==> src/rtl/loader_pkg.sv <==
// Shared types and constants for the instruction-ROM program loader.
package loader_pkg;

  typedef enum logic [2:0] {
    IDLE,
    HDR,
    LOAD,
    CHECK,
    DONE,
    ERR
  } state_e;

  localparam int unsigned DEF_D     = 10;
  localparam int unsigned DEF_W     = 9;
  localparam int unsigned MAX_WORDS = 512;

endpackage

==> src/rtl/prog_loader.sv <==
// Streams a length-framed, XOR-checksummed program into the instruction ROM
// write port and keeps the core in reset until the image is verified.
module prog_loader
  import loader_pkg::*;
#(
  parameter int unsigned D = DEF_D,
  parameter int unsigned W = DEF_W
) (
  input  logic         clk,
  input  logic         reset,
  input  logic         start,
  input  logic [W-1:0] in_data,
  input  logic         in_valid,
  output logic         in_ready,
  output logic         wr_en,
  output logic [D-1:0] wr_addr,
  output logic [W-1:0] wr_data,
  output logic         core_hold,
  output logic         load_done,
  output logic         load_err
);

  state_e       state_q, state_d;
  logic [D-1:0] addr_q, addr_d;
  logic [8:0]   remaining_q, remaining_d;
  logic [W-1:0] acc_q, acc_d;

  logic         in_ready_q, in_ready_d;
  logic         wr_en_q, wr_en_d;
  logic [D-1:0] wr_addr_q, wr_addr_d;
  logic [W-1:0] wr_data_q, wr_data_d;
  logic         core_hold_q, core_hold_d;
  logic         load_done_q, load_done_d;
  logic         load_err_q, load_err_d;

  logic         beat;

  assign beat = in_valid && in_ready_q;

  always_comb begin
    state_d     = state_q;
    addr_d      = addr_q;
    remaining_d = remaining_q;
    acc_d       = acc_q;
    wr_en_d     = 1'b0;
    wr_addr_d   = wr_addr_q;
    wr_data_d   = wr_data_q;

    case (state_q)
      IDLE: begin
        if (start) state_d = HDR;
      end
      HDR: begin
        if (beat) begin
          remaining_d = 9'(in_data);
          addr_d      = '0;
          acc_d       = '0;
          state_d     = LOAD;
        end
      end
      LOAD: begin
        if (beat) begin
          wr_en_d   = 1'b1;
          wr_addr_d = addr_q;
          wr_data_d = in_data;
          acc_d     = acc_q ^ in_data;
          addr_d    = addr_q + D'(1);
          if (remaining_q == '0) begin
            state_d = CHECK;
          end else begin
            remaining_d = remaining_q - 9'd1;
          end
        end
      end
      CHECK: begin
        if (beat) state_d = (in_data == acc_q) ? DONE : ERR;
      end
      DONE, ERR: begin
        if (start) state_d = HDR;
      end
      default: state_d = IDLE;
    endcase

    // Status outputs are registered from the next state so they change on the
    // same edge that accepts the deciding beat.
    in_ready_d  = (state_d == HDR) || (state_d == LOAD) || (state_d == CHECK);
    core_hold_d = (state_d != DONE);
    load_done_d = (state_d == DONE);
    load_err_d  = (state_d == ERR);
  end

  always_ff @(posedge clk or negedge reset) begin
    if (!reset) begin
      state_q     <= IDLE;
      addr_q      <= '0;
      remaining_q <= '0;
      acc_q       <= '0;
      in_ready_q  <= 1'b0;
      wr_en_q     <= 1'b0;
      wr_addr_q   <= '0;
      wr_data_q   <= '0;
      core_hold_q <= 1'b1;
      load_done_q <= 1'b0;
      load_err_q  <= 1'b0;
    end else begin
      state_q     <= state_d;
      addr_q      <= addr_d;
      remaining_q <= remaining_d;
      acc_q       <= acc_d;
      in_ready_q  <= in_ready_d;
      wr_en_q     <= wr_en_d;
      wr_addr_q   <= wr_addr_d;
      wr_data_q   <= wr_data_d;
      core_hold_q <= core_hold_d;
      load_done_q <= load_done_d;
      load_err_q  <= load_err_d;
    end
  end

  assign in_ready  = in_ready_q;
  assign wr_en     = wr_en_q;
  assign wr_addr   = wr_addr_q;
  assign wr_data   = wr_data_q;
  assign core_hold = core_hold_q;
  assign load_done = load_done_q;
  assign load_err  = load_err_q;

endmodule

==> config.mk <==
export PLATFORM = sky130hd
export DESIGN_NAME = prog_loader
export DESIGN_NICKNAME = d
export VERILOG_FILES = /design/src/rtl/loader_pkg.sv /design/src/rtl/prog_loader.sv
export SDC_FILE = /design/constraint.sdc
export NUM_CORES = 1
export LEC_CHECK = 0
export BUFFER_PORTS_ARGS = -buffer_cell sky130_fd_sc_hd__clkbuf_2
export CAP_MARGIN = 5
export CORE_MARGIN = 2
export CORE_UTILIZATION = 55
export DETAILED_ROUTE_END_ITERATION = 10
export PLACE_DENSITY_LB_ADDON = 0.05
export REMOVE_ABC_BUFFERS = 1
export SYNTH_ARGS = -nofsm -noshare
export SYNTH_HDL_FRONTEND = slang
export SYNTH_SLANG_ARGS = --single-unit
==> constraint.sdc <==
create_clock -name clk -period 2.1 [get_ports clk]
set_input_delay 0.21 -clock clk [delete_from_list [all_inputs] [get_ports clk]]
set_output_delay 0.21 -clock clk [all_outputs]
set_load 0.01 [all_outputs]
==> results of run 1 <==
[critical path, stage by stage, from the launching register on]
cell and delay [ns]:
dfrtp_1 0.43, inv_1 0.11, ha_1 0.17, nor4b_4 0.25
nand3_2 0.17, and2_1 0.31, mux2_4 0.33
[layout make-up]
type | instances | area, sq um | area share
clock buffer | 8 | 100 | 0.0322
inverter | 4 | 15.0 | 0.00483
sequential | 55 | 1380 | 0.443
timing repair buffer | 49 | 293 | 0.0941
multi-input combinational | 215 | 1240 | 0.399
tap | 67 | 83.8 | 0.0270
[per-stage QoR]
stage | total power [W] | instances | worst slack (ns) | hold WS (ns) | util
after floorplan | 0.00268 | 274 | 0.204 | -0.0856 | -
final | 0.00386 | 398 | 0.217 | 0.184 | 0.654
after CTS | 0.00390 | 398 | 0.200 | 0.171 | 0.654
after detailed placement | 0.00326 | 389 | 0.224 | 0.249 | 0.631
after global routing | 0.00419 | 398 | 0.0573 | 0.186 | 0.654
after global placement | 0.00321 | 389 | 0.295 | 0.233 | 0.631
[placed cells by master (no fill, tap or decap), types with 4 or more instances in the layout]
cell type / instances
a21oi_1: 8
a22o_1: 4
buf_4: 11
clkbuf_2: 36
clkbuf_8: 7
dfrtp_1: 54
inv_1: 4
mux2i_1: 4
nand2_1: 73
nand3_1: 8
nor2_1: 10
nor3_1: 13
o211ai_1: 4
o21ai_0: 21
o21ai_1: 7
o31ai_1: 5
xor2_1: 8
[final timing paths]
kind                                     start              to  slack (ns)
worst max-delay path            remaining_q[0]  remaining_q[1]        0.22
max in group asynchronous                reset       core_hold        1.01
min in group asynchronous                reset      wr_data[7]        0.43
worst max register to register  remaining_q[0]  remaining_q[1]        0.22
worst min register to register      wr_addr[7]      wr_addr[7]        0.48
worst min-delay path                     start        in_ready        0.18
[power by group]
| part | leakage, nW | switching [W] | total (W) | internal (W) |
|---|---|---|---|---|
| combinational | 0.709 | 0.000859 | 0.00151 | 0.000656 |
| sequential | 0.718 | 0.000332 | 0.00172 | 0.00139 |
| clock | 0.0515 | 0.000327 | 0.000628 | 0.000302 |
[flip-flops by register name, indices dropped and copies added (netlist names)]
register / cells
state_q: 3
load_err: 1
wr_addr: 10
remaining_q: 9
acc_q: 9
addr_q: 10
wr_en: 1
wr_data: 9
core_hold: 1
load_done: 1
in_ready: 1
[cell families after synthesis]
group,Yosys count,share of synthesized area
xor gates and xnor gates,11,0.0354
and+or+nand+nor,132,0.240
adders and majority gates,3,0.0138
DFF,55,0.507
buffers and inverters,20,0.0368
AOI/OAI and AO/OA,64,0.147
muxes,5,0.0202
[layer usage]
metal  track usage  routed length [um]  vias up
met5             0                   0        -
met4        0.0774                  78        0
met3        0.0407                 237        7
met2         0.357                2630       57
met1         0.333                2790     1025
li1              -                   -     1102
==> run metrics, run 1 <==
status complete, no violations; Hold Fails Final Rpt 0; Die H 74.3 um; largest net degree at the start of global routing 35; worst skew pair latency 0.30 ns; Rel. slew slack 0.601; Post-Syn Area per Cell 9.38 sq um; Crit. End Element flop; Peak VDD IR 694 uV; Design Area, Final 0.00311 sq mm; Final period util 0.897; number of port buffers 36; most used flip-flop cell after synthesis dfrtp_1; hpwl dp 4140 um; post-synthesis sequential area ratio 0.507; Clock Pin Slew Worst Setup and Hold Paths 0.09 ns; DRT Pass-1 Iters 4; top cells by count, synth nand2_1 (73), dfrtp_1 (54), o21ai_0 (21); Crit Path Class reg -> reg; clk_skew 0.00459 ns; via count 2191; share of post-route cells with drive strength above 1 0.199; CTS Buf Count 5; row count 25; top-count cell post-synth nand2_1; Arrival @ worst endpoint 2.08 ns; #FFs+latches synth 55; Setup Fix Bufs, Post-CTS 0; hold_buf cts 1; Ports 37; Initial Util 0.572; P_leak 1.48 nW; initial antenna violation count 0; Synth Warn # 0; Yosys cell types 50; Global Route Usage Sum 0.231; fillers 436; CTS sink cnt 55; Post-synth ARST share 1.00; cell depth of the worst flop-to-flop path 6; deepest clock path buffer count 2; Worst-Margin Slew approximately 0.6 ns; CP Launch Type flop; die width 74.3 um; Worst Hold Path Cells 3; post-CTS sizing 0; Placed Area 0.00300 sq mm; Yosys top cell area share 0.497; global-route wire length before repair 9650 um; Critical Path Fanout Max 8; CTS tree yes; Synth Instances 290; Pins Over Slew Limit 0; number of H-tree levels 2; routability-driven placement congestion ratio 0.889; cell area power density approximately 1200 mW/mm^2; ant diodes 0; Max-Cap Viols 0; RSZ-0062 raised after global routing no; Core Box Area around 0.0048 sq mm; Final Setup Violations 0; Final min period 1.88 ns; final antenna-violating net count 0; setup_tns 0 ns; vias in the first global route a little under 2000; Req. time, crit path 2.30 ns; Fmax 531 MHz; EDFF count, synth 0; mapped cell area 0.00272 sq mm; full die area 0.00552 sq mm; Nets 346; 1st-iter DRT viols 168; top post-synthesis cells by area dfrtp_1 (50%), nand2_1 (10%), o21ai_0 (3.9%); P&R area growth vs syn 14.4%; routed wire length about 5700 um; drt wl/cell 14.4 um; # DRC 0; gr ovfl total 0; CTS root buf clkbuf_8; HP Class in -> reg; Vias/cell 5.51; largest area contributor in the netlist dfrtp_1
(Power assumes the default switching activity.)
==> run 2, diff against run 1 <==
- BUFFER_PORTS_ARGS: -buffer_cell sky130_fd_sc_hd__clkbuf_2 -> default
- DONT_BUFFER_PORTS: default -> 1
==> run 2 against run 1 <==
Against the previous run:
- via count decreased by 8.3%
- critical path type unchanged
- clock-buffer cell count decreased by 2
- highest routed layer unchanged
- critical path depth unchanged
- global-route usage decreased by 0.51 points
- total power increased by 0.43%
- critical endpoint is now remaining_q[6]
- register-to-register slack about the same
- setup slack improved by 0.0052 ns
- wire length decreased by 2.8%
==> run metrics, run 2 (same netlist as run 1, synthesis figures left out) <==
reg2reg start remaining_q[0] (unchanged); Clock Pin Slew Worst Setup and Hold Paths 0.09 ns (about the same); most frequent cells in the layout nand2_1 (73), dfrtp_1 (54), o21ai_0 (21) (was nand2_1 (73), dfrtp_1 (54), clkbuf_2 (36)); post-CTS sizing 0 (unchanged); CTS Buf Count 5 (unchanged); Max-Cap Viols 0 (unchanged); Critical Path Fanout Max 5 (was 8); HP Class in -> reg (unchanged); Vias/cell 5.58 (was 5.51); ant diodes 0 (unchanged); sequential cell fraction of total power 0.469 (was 0.445); Critical-path top delay cell or3b_2 (was dfrtp_1); drt wl/cell 15.5 um (was 14.4 um); Die H 74.3 um (unchanged); WP buf/inv 1 (unchanged); cell area power density 1310 mW/mm^2 (was 1240 mW/mm^2); global-route wire length before repair 9510 um (was 9650 um); cell depth of the worst flop-to-flop path 6 (unchanged); Core Box Area 0.00475 sq mm (unchanged); CTS root buf clkbuf_8 (unchanged); P_leak 1.33 nW (was 1.48 nW); Setup crit start remaining_q[0] (unchanged); Peak VDD IR 644 uV (was 694 uV); most common cell after layout, fill and taps aside nand2_1 (unchanged); routability-driven placement congestion ratio 0.924 (was 0.889); RSZ-0062 raised after global routing no (unchanged); number of H-tree levels 2 (unchanged); Global Route Usage Sum 0.226 (was 0.231); CP cell instances inv_1, ha_1, or3b_2, o31ai_1, nand3_1, a22o_1 (was inv_1, ha_1, nor4b_4, nand3_2, and2_1, mux2_4); r2r endpoint remaining_q[6] (was remaining_q[1]); Net Switching 0.00146 W (was 0.00152 W); row count 25 (unchanged); share of post-route cells with drive strength above 1 0.0956 (was 0.199); routed wire length 5570 um (was 5730 um); 1st-iter DRT viols 108 (was 168); CTS tree yes (unchanged); worst skew pair latency 0.30 ns (about the same); WHS 0.0311 ns (was 0.184 ns); worst reg-to-reg setup slack 0.22 ns (about the same); Final min period 1.88 ns (about the same); Initial Util 0.572 (unchanged); Nets 308 (was 346); clock power share 0.207 (was 0.163); via count 2009 (was 2191); setup_tns 0 ns (unchanged); largest net degree at the start of global routing 56 (was 35); Levels on crit path 6 (unchanged); Internal Power 0.00242 W (was 0.00234 W); vias in the first global route 1947 (was 1977); Crit. End Element flop (unchanged); area of the multi-input gates 0.00124 sq mm (unchanged); DRT Pass-1 Iters 4 (unchanged); CP Launch Type flop (unchanged); Final period util 0.894 (was 0.897); met3 usage 0.0461 (was 0.0407); Largest stage delay, worst path 0.50 ns (was 0.43 ns); CTS sink cnt 55 (unchanged); Worst-Margin Slew 0.412 ns (was 0.598 ns); Ports 37 (unchanged); Pins Over Slew Limit 0 (unchanged); Req. time, crit path 2.30 ns (about the same); # DRC 0 (unchanged); Crit path max-delay family simple AND/OR/NAND/NOR gates (unchanged); Fmax 533 MHz (was 531 MHz); gr ovfl total 0 (unchanged); final core utilization 0.622 (was 0.654); Hold Fails Final Rpt 0 (unchanged); full die area 0.00552 sq mm (unchanged); hpwl dp 3890 um (was 4140 um); Setup Fix Bufs, Post-CTS 0 (unchanged); switching share of power 0.377 (was 0.393); CP Capture Point remaining_q[6] (was remaining_q[1]); Comb power frac 0.324 (was 0.392); clk_skew 0.00801 ns (was 0.00459 ns); final antenna-violating net count 0 (unchanged); fillers 416 (was 436); met1 usage 0.329 (was 0.333); Crit Path Class reg -> reg (unchanged); met2 usage 0.345 (was 0.357); status complete, no violations (unchanged); Final Setup Violations 0 (unchanged); initial antenna violation count 0 (unchanged); busiest layer in global routing met2 (unchanged); deepest clock path buffer count 2 (unchanged); Rel. slew slack 0.725 (was 0.601); die width 74.3 um (unchanged); number of port buffers 0 (was 36); Arrival @ worst endpoint 2.08 ns (about the same); P&R area growth vs syn 8.70% (was 14.4%); storage element area 0.00138 sq mm (unchanged)
## run 2: cell types whose count changed in the layout (fill, tap and decap cells not counted)
cell,previous run,this run
clkbuf_2,36,0
clkbuf_8,7,5
buf_4,11,9
buf_12,1,0
buf_16,0,1
bufinv_16,0,2
## run 2: worst min-delay path by stage
stage / slack [ns] / cells past startpoint / endpoint / startpoint
6_report: 0.03 / 2 / wr_data[7] / in_data[7]
5_1_grt: 0.03 / 2 / wr_data[8] / in_data[8]
4_1_cts: 0.02 / 2 / wr_data[7] / in_data[7]
3_5_place_dp: -0.08 / 0 / wr_data[7] / reset
3_3_place_gp: -0.08 / 0 / wr_data[7] / reset
2_1_floorplan: -0.09 / 0 / acc_q[0] / reset
## run 2: cell type report
class	instances	area share
Clock inverter	2	0.0203
Multi-Input combinational cell	215	0.420
Timing Repair Buffer	11	0.0356
Sequential cell	55	0.466
Inverter	4	0.00508
Clock buffer	6	0.0246
Tap cell	67	0.0284
## run 2: layer usage
layer	up-vias	share of wire
met5	-	0
met4	0	0.018
met3	9	0.030
met2	32	0.45
met1	938	0.51
li1	1030	-
## run 2: per-stage QoR
step / instances / area (sq um) / power [W] / worst slack (ns)
after floorplan: 274 / 2630 / 0.00268 / 0.204
after global placement: 350 / 2790 / 0.00305 / 0.292
after detailed placement: 350 / 2790 / 0.00307 / 0.233
after CTS: 360 / 2960 / 0.00392 / 0.226
after global routing: 360 / 2960 / 0.00419 / 0.0932
final: 360 / 2960 / 0.00388 / 0.222
## run 2: power groups by stage
| stage | clock network, W | logic (W) | registers [W] |
|---|---|---|---|
| after detailed placement | 0 | 0.00123 | 0.00183 |
| after floorplan | 0 | 0.000904 | 0.00177 |
| final | 0.000801 | 0.00126 | 0.00182 |
| after CTS | 0.000834 | 0.00127 | 0.00182 |
| after global routing | 0.000869 | 0.00144 | 0.00188 |
| after global placement | 0 | 0.00122 | 0.00183 |
## run 2: what timing repair did
action                     CTS  global route
setup endpoints to repair    0             0
hold buffers                 2             0
hold endpoints to repair    55             0
